$ cat config.mk
export PLATFORM = sky130hd
export DESIGN_NAME = knn_dist_calc
export DESIGN_NICKNAME = d
export VERILOG_FILES = /design/src/rtl/knn_pkg.sv /design/src/rtl/knn_sq.sv /design/src/rtl/knn_dist_calc.sv
export SDC_FILE = /design/constraint.sdc
export NUM_CORES = 2
export LEC_CHECK = 0
export ABC_AREA = 1
export CORE_ASPECT_RATIO = 0.8
export CORE_MARGIN = 2
export CORE_UTILIZATION = 37
export CTS_CLUSTER_DIAMETER = 80
export DETAILED_ROUTE_END_ITERATION = 16
export PLACE_DENSITY = 0.61
export SYNTH_ARGS = -nofsm -noshare
export SYNTH_HDL_FRONTEND = slang
export SYNTH_HIERARCHICAL = 1
export SYNTH_SLANG_ARGS = --single-unit
$ cat constraint.sdc
create_clock -name clk -period 8.6 [get_ports clk]
set_input_delay 1.72 -clock clk [delete_from_list [all_inputs] [get_ports clk]]
set_output_delay 1.72 -clock clk [all_outputs]
set_load 0.005 [all_outputs]
$ cat src/rtl/knn_pkg.sv
// Shared types and defaults for the KNN distance calculator.
package knn_pkg;
  typedef enum logic [1:0] {IDLE, RUN, DRAIN, DONE} state_t;

  localparam int DEF_DATA_W     = 32;
  localparam int DEF_COORD_W    = 16;
  localparam int DEF_LABEL_BITS = 8;
  localparam int DEF_CNT_W      = 16;
  localparam int STAGES         = 2;

  // Wide all-ones; truncated to DATA_W where used.
  localparam logic [63:0] DIST_MAX = '1;
endpackage

$ cat src/rtl/knn_sq.sv
// Square of one signed coordinate difference; result is always non-negative.
module knn_sq #(
  parameter int W = 17
) (
  input  logic signed [W-1:0]   d,
  output logic        [2*W-1:0] sq
);
  logic signed [2*W-1:0] d_ext;

  assign d_ext = (2*W)'(d);
  assign sq    = $unsigned(d_ext * d_ext);
endmodule

$ cat src/rtl/knn_dist_calc.sv
// Streams training samples, emits squared distance to the latched test point.
// Build option: KNN_DIST_SAT_EN saturates overflowing distances instead of wrapping.
module knn_dist_calc
  import knn_pkg::*;
#(
  parameter int DATA_W     = DEF_DATA_W,
  parameter int COORD_W    = DEF_COORD_W,
  parameter int LABEL_BITS = DEF_LABEL_BITS,
  parameter int CNT_W      = DEF_CNT_W
) (
  input  logic                  clk,
  input  logic                  rst,
  input  logic                  start,
  input  logic [COORD_W-1:0]    test_x,
  input  logic [COORD_W-1:0]    test_y,
  input  logic [CNT_W-1:0]      nbr_points,
  input  logic                  in_valid,
  output logic                  in_ready,
  input  logic [COORD_W-1:0]    data_x,
  input  logic [COORD_W-1:0]    data_y,
  input  logic [LABEL_BITS-1:0] data_label,
  output logic [DATA_W-1:0]     dist_entry,
  output logic [LABEL_BITS-1:0] label_entry,
  output logic                  en_list,
  output logic                  busy,
  output logic                  done
);
  localparam int SUM_W = 2*COORD_W + 3;

`ifdef KNN_DIST_SAT_EN
  localparam bit SAT_EN = 1'b1;
`else
  localparam bit SAT_EN = 1'b0;
`endif

  state_t                  state;
  logic [CNT_W-1:0]        cnt, cnt_inc, nbr_lat;
  logic [COORD_W-1:0]      tx, ty;
  logic                    xfer;
  logic [STAGES:1]         vld_pipe;
  logic signed [COORD_W:0] dx, dy;
  logic [LABEL_BITS-1:0]   lbl1;
  logic [2*COORD_W+1:0]    sqx, sqy;
  logic [SUM_W-1:0]        sum;
  logic [DATA_W-1:0]       dist_red;

  assign xfer    = in_valid & in_ready;
  assign cnt_inc = cnt + CNT_W'(1);
  assign en_list = vld_pipe[STAGES];

  always_ff @(posedge clk) begin
    if (rst) begin
      state    <= IDLE;
      cnt      <= '0;
      nbr_lat  <= '0;
      tx       <= '0;
      ty       <= '0;
      in_ready <= 1'b0;
      busy     <= 1'b0;
      done     <= 1'b0;
    end else begin
      case (state)
        IDLE, DONE: if (start) begin
          tx      <= test_x;
          ty      <= test_y;
          nbr_lat <= nbr_points;
          cnt     <= '0;
          if (nbr_points != '0) begin
            state    <= RUN;
            in_ready <= 1'b1;
            busy     <= 1'b1;
            done     <= 1'b0;
          end else begin
            state <= DONE;
            done  <= 1'b1;
          end
        end
        RUN: if (xfer) begin
          cnt <= cnt_inc;
          if (cnt_inc == nbr_lat) begin
            state    <= DRAIN;
            in_ready <= 1'b0;
          end
        end
        DRAIN: if (vld_pipe == '0) begin
          state <= DONE;
          busy  <= 1'b0;
          done  <= 1'b1;
        end
        default: state <= IDLE;
      endcase
    end
  end

  knn_sq #(.W(COORD_W+1)) u_sq_x (.d(dx), .sq(sqx));
  knn_sq #(.W(COORD_W+1)) u_sq_y (.d(dy), .sq(sqy));

  assign sum = SUM_W'(sqx) + SUM_W'(sqy);

  generate
    if (SUM_W > DATA_W) begin : g_narrow
      logic ovf;
      assign ovf      = |sum[SUM_W-1:DATA_W];
      assign dist_red = (SAT_EN && ovf) ? DATA_W'(DIST_MAX) : sum[DATA_W-1:0];
    end else begin : g_wide
      assign dist_red = DATA_W'(sum);
    end
  endgenerate

  // Fixed 2-cycle pipe, no backpressure: en_list trails each transfer by two cycles.
  always_ff @(posedge clk) begin
    if (rst) begin
      vld_pipe    <= '0;
      dx          <= '0;
      dy          <= '0;
      lbl1        <= '0;
      dist_entry  <= '0;
      label_entry <= '0;
    end else begin
      vld_pipe <= {vld_pipe[STAGES-1:1], xfer};
      if (xfer) begin
        dx   <= (COORD_W+1)'($signed(data_x)) - (COORD_W+1)'($signed(tx));
        dy   <= (COORD_W+1)'($signed(data_y)) - (COORD_W+1)'($signed(ty));
        lbl1 <= data_label;
      end
      if (vld_pipe[1]) begin
        dist_entry  <= dist_red;
        label_entry <= lbl1;
      end
    end
  end
endmodule

# Yosys cells after proc, flatten, opt, wreduce, memory -nomap -nowiden
# Cells that the tools add are included.
[op_classes] n_addsub=4 n_mul=2 eq_ne=9 muxes=20 bitwise_logic=1 reduce_logical=12
[ops] operator="$mul 17x17->32" count=2
[ops] operator="$sub 16x16->17" count=2
[ops] operator="$add 32x32->32" count=1
[ops] operator="$mux 16" count=2
[ops] operator="$pmux 16 s2" count=1
[ops] operator="$add 16x1->16 const B" count=1
[ops] operator="$eq 16x16->1" count=1
[ops] operator="$reduce_bool 16->1" count=1
[ops] operator="$mux 2" count=5
[ops] operator="$ne 2x2->1 const B" count=5
[ops] operator="$mux 1" count=8
[ops] operator="$reduce_and 4->1" count=2
[ops] operator="$pmux 1 s2" count=3
[ops] operator="$pmux 2 s3" count=1
[ops] operator="$reduce_and 3->1" count=2
[ops] operator="$reduce_and 5->1" count=1
[ops] operator="$eq 2x2->1 const B" count=2
[ops] operator="$logic_not 2->1" count=2
[ops] operator="$reduce_bool 2->1" count=2
[ops] operator="$eq 2x1->1 const B" count=1
[ops] operator="$reduce_and 2->1" count=1
[ops] operator="$reduce_or 2->1" count=1
[ops] operator="$and 1x1->1" count=1
[word_totals] ff_bits=153 input_bits=92 out_inout_bits=44 wordCells=62

# Depth between registers and ports, before layout
[logic_depth] ltp_word=5 ltp_mapped=40 mapped_depth_nobuf=38

# Cells and area by module
# Netlist, hierarchy kept.
[modules_own_cells] module="knn_sq at u_sq_x" n_inst=1 cells_each=1442 area_each_um2=10998.0 seq_area_each_um2=0.0
[modules_own_cells] module="knn_sq at u_sq_y" n_inst=1 cells_each=1405 area_each_um2=10725.3 seq_area_each_um2=0.0
[modules_own_cells] module="knn_dist_calc" n_inst=1 cells_each=1438 area_each_um2=9663.0 seq_area_each_um2=3062.9

# Worst setup path after synthesis
# No wires, ideal clock.
[synth_timing] path_kind="register to register" from="register dx[2]" to="register dist_entry[30]" setup_ns=0.115 t_arrival_ns=6.756 required_ns=8.485 slack_ns=1.729 path_stages_with_launch=32 path_buffers=2 period_less_slack_ns=6.871 cell_sequence="dfxtp_1 -> clkbuf_1 -> clkbuf_1 -> nand2_1 -> inv_1 -> fa_1 -> fa_1 -> fa_1 -> fa_1 -> fa_1 -> inv_1 -> fa_1 -> inv_1 -> ha_1 -> nand2_1 -> inv_1 -> nand2_1 -> inv_1 -> nand2_1 -> nand2_1 -> nand3b_1 -> xor2_1 -> ha_1 -> nand2_1 -> nor2_1 -> inv_1 -> nor4_1 -> nand3_1 -> nand3_1 -> nand2_1 -> o21ai_0 -> inv_1"
[synth_via] elab_chain_len=2
[synth_lines] item="start: declaration" line="knn_dist_calc.sv:41" source="logic signed [COORD_W:0] dx, dy;"
[synth_lines] item="start signal: assignment" line="knn_dist_calc.sv:122" source="dx <= (COORD_W+1)'($signed(data_x)) - (COORD_W+1)'($signed(tx));"
[synth_lines] item="$mul 17x17->32" line="knn_sq.sv:11" source="assign sq = $unsigned(d_ext * d_ext);"
[synth_lines] item="net sqx[25]" line="knn_dist_calc.sv:43" source="logic [2*COORD_W+1:0] sqx, sqy;"
[synth_lines] item="$add 32x32->32" line="knn_dist_calc.sv:98" source="assign sum = SUM_W'(sqx) + SUM_W'(sqy);"
[synth_lines] item="end signal: assignment" line="knn_dist_calc.sv:127" source="dist_entry <= dist_red;"
[synth_lines] item="end: declaration" line="knn_dist_calc.sv:22" source="output logic [DATA_W-1:0] dist_entry,"
# The timed path passes the listed nets, and every way through them passes these cells.
# A chain may end at the register's enable or synchronous reset.

# Worst setup path in the final report
[layout_timing] from="register dx[16]" to="register dist_entry[27]"
# The elaborated chain is that of the path after synthesis.

==> results_dict.tcl <==
set metrics [dict create \
    holdBufCountCts 0 \
    cts_buffers 17 \
    ant_nets 0 \
    via_per_inst 4.64 \
    setup_viol 0 \
    grt_remaining_overflow 0 \
    drc_errors 0 \
    skew_ps 27.7 \
    tns_ps 0 \
    gp_congestion 0.916 \
    required_ps 8990 \
    dp_hpwl_mm 67.9 \
    p_leak_nw 19.0 \
    cp_num_cells 29 \
    syn-cell-area_sq_mm 0.0302 \
    crit_path_end "dist_entry[27]" \
    place_ws_ps 766 \
    p_comb_share_pct 72.3 \
    clock.fmax_mhz 124 \
    detail_route.wl_per_cell_microns 15.1 \
    core_area_sq_mm 0.0808 \
    grt_first_pass_wirelength_mm 130 \
    drive_gt1_share_pct 3.11 \
    drt_iter0_drc 1465 \
    arrival_ps 8470 \
    grt_max_degree 101 \
    num_rows 93 \
    final-hold-violation-count 0 \
    finalMaxSlewViolations 0 \
    cts-root-buf "clkbuf_16" \
    num-nets-final 4994 \
    synth_warnings 6 \
    htree_num_levels 4 \
    syn_inst 4078 \
    fin_crit_ps 8080 \
    first_pass_iters 7 \
    fin_total_pwr_mw 6.88 \
    clockBufferDepth 2 \
    worstSetupPathType "reg2reg" \
    intPower_mw 3.08 \
    rsz0062_at_grt "no" \
    switchingPower_mw 3.80 \
    end_kind "flop" \
    avgSynthCellArea_sq_um 7.42 \
    die-area_sq_mm 0.0841 \
    layout_commonest_cell "inv_1" \
    io_buffers 135 \
    worstReg2RegEnd "dist_entry[27]" \
    clkPwrFrac_pct 11.6 \
    path_max_fanout 18 \
    antenna_found_initial 1 \
    area_growth_pct 10.1 \
    globalRouteTotalUtil_pct 19.7 \
    crit_family "adder cells" \
    crit_slowest_cell "dfxtp_1" \
    ios 136 \
    cap_viol_max_count 0 \
    power_per_cell_area_mw_per_mm2 207 \
    die_h_microns 260 \
    cts_tree "built" \
    rrSetupSlack_ps 520 \
    final.setup.worst_slack_ps 525 \
    most-common-layout-cells "inv_1 (1129), nand2_1 (809), fa_1 (525)" \
    hp-class "reg2reg" \
    cts_setup_buffers 0 \
    clk_pin_slew_ps 90 \
    die_w_microns 324 \
    min_period_over_period_pct 93.9 \
    fin_util_pct 41.2 \
    path_buf_inv 5 \
    grt_pass1_vias 24200 \
    clk_latency_ps 500 \
    irDropWorstVdd_mv 0.200 \
    vias 24400 \
    syn_nets 4932 \
    crit_path_start "dx[16]" \
    timing.rr.start "dx[16]" \
    status "finished, final reports clean" \
    p_sw_share_pct 55.3 \
    worst_pin_slew_ps 1140 \
    cpPeakStageDelay_ps 750 \
    clock-sinks 153 \
    drt-total-wl_mm 79.1 \
    startpoint_type "flop" \
    nFillCells 8456 \
    r2r_cells 29 \
    cts-resized-gates 0 \
    timing.slew.headroom_pct 24.0 \
    p_seq_share_pct 16.0 \
    initial_core_util_pct 37.5 \
]
-- power groups by stage --
stage                     logic, mW  clock network (mW)  registers (mW)
after floorplan                3.63                   0           0.949
after global placement         4.93                   0            1.11
after detailed placement       4.94                   0            1.12
after CTS                      4.97               0.820            1.10
after global routing           5.66               0.847            1.13
final                          4.98               0.802            1.10
-- sequential cells by signal (all words and copies together) (netlist names) --
signal / count
busy: 1
cnt: 16
dist_entry: 32
done: 1
dx: 17
dy: 17
in_ready: 1
label_entry: 8
lbl1: 8
nbr_lat: 16
state: 2
tx: 16
ty: 16
vld_pipe: 2
-- stage by stage --
stage	instances	hold WS, ps	instance area (sq um)
2_1_floorplan	4078	433	30200
3_3_place_gp	5213	445	32700
3_5_place_dp	5213	451	32700
4_1_cts	5244	461	33300
5_1_grt	5244	473	33300
6_report	5245	457	33300
-- worst reg2reg max path: cells and delay by family (launching register included) --
kind,cells,cell delay [ps]
compound gates,5,1190
xor+xnor,2,380
fa+ha+maj,8,3330
simple gates,9,1590
flops,1,750
buf+inv,5,770
-- cell type report --
type / instances / area (sq um) / share of cell area [%]
multi-input combinational: 2665 / 22400 / 67.3
inverter: 1133 / 4250 / 12.8
sequential: 153 / 3060 / 9.20
timing repair buffer: 170 / 1610 / 4.83
tap: 1092 / 1370 / 4.10
clock buffer: 20 / 467 / 1.40
clock inverter: 11 / 110 / 0.331
antenna: 1 / 2.50 / 0.00752
-- routing by layer --
| metal | track usage (%) | routed length [microns] |
|---|---|---|
| met3 | 3.68 | 5790 |
| met2 | 28.5 | 32200 |
| met4 | 3.03 | 665 |
| met1 | 30.8 | 40400 |
| met5 | 0 | 0 |
-- worst min-delay path by stage --
stage	start	endpoint	cells after the start
after floorplan	tx[10]	tx[10]	2
after global placement	tx[9]	tx[9]	2
after detailed placement	tx[12]	tx[12]	2
after CTS	tx[12]	tx[12]	2
after global routing	tx[15]	tx[15]	2
final	tx[12]	tx[12]	2
Power figures use the tool's default switching activity.
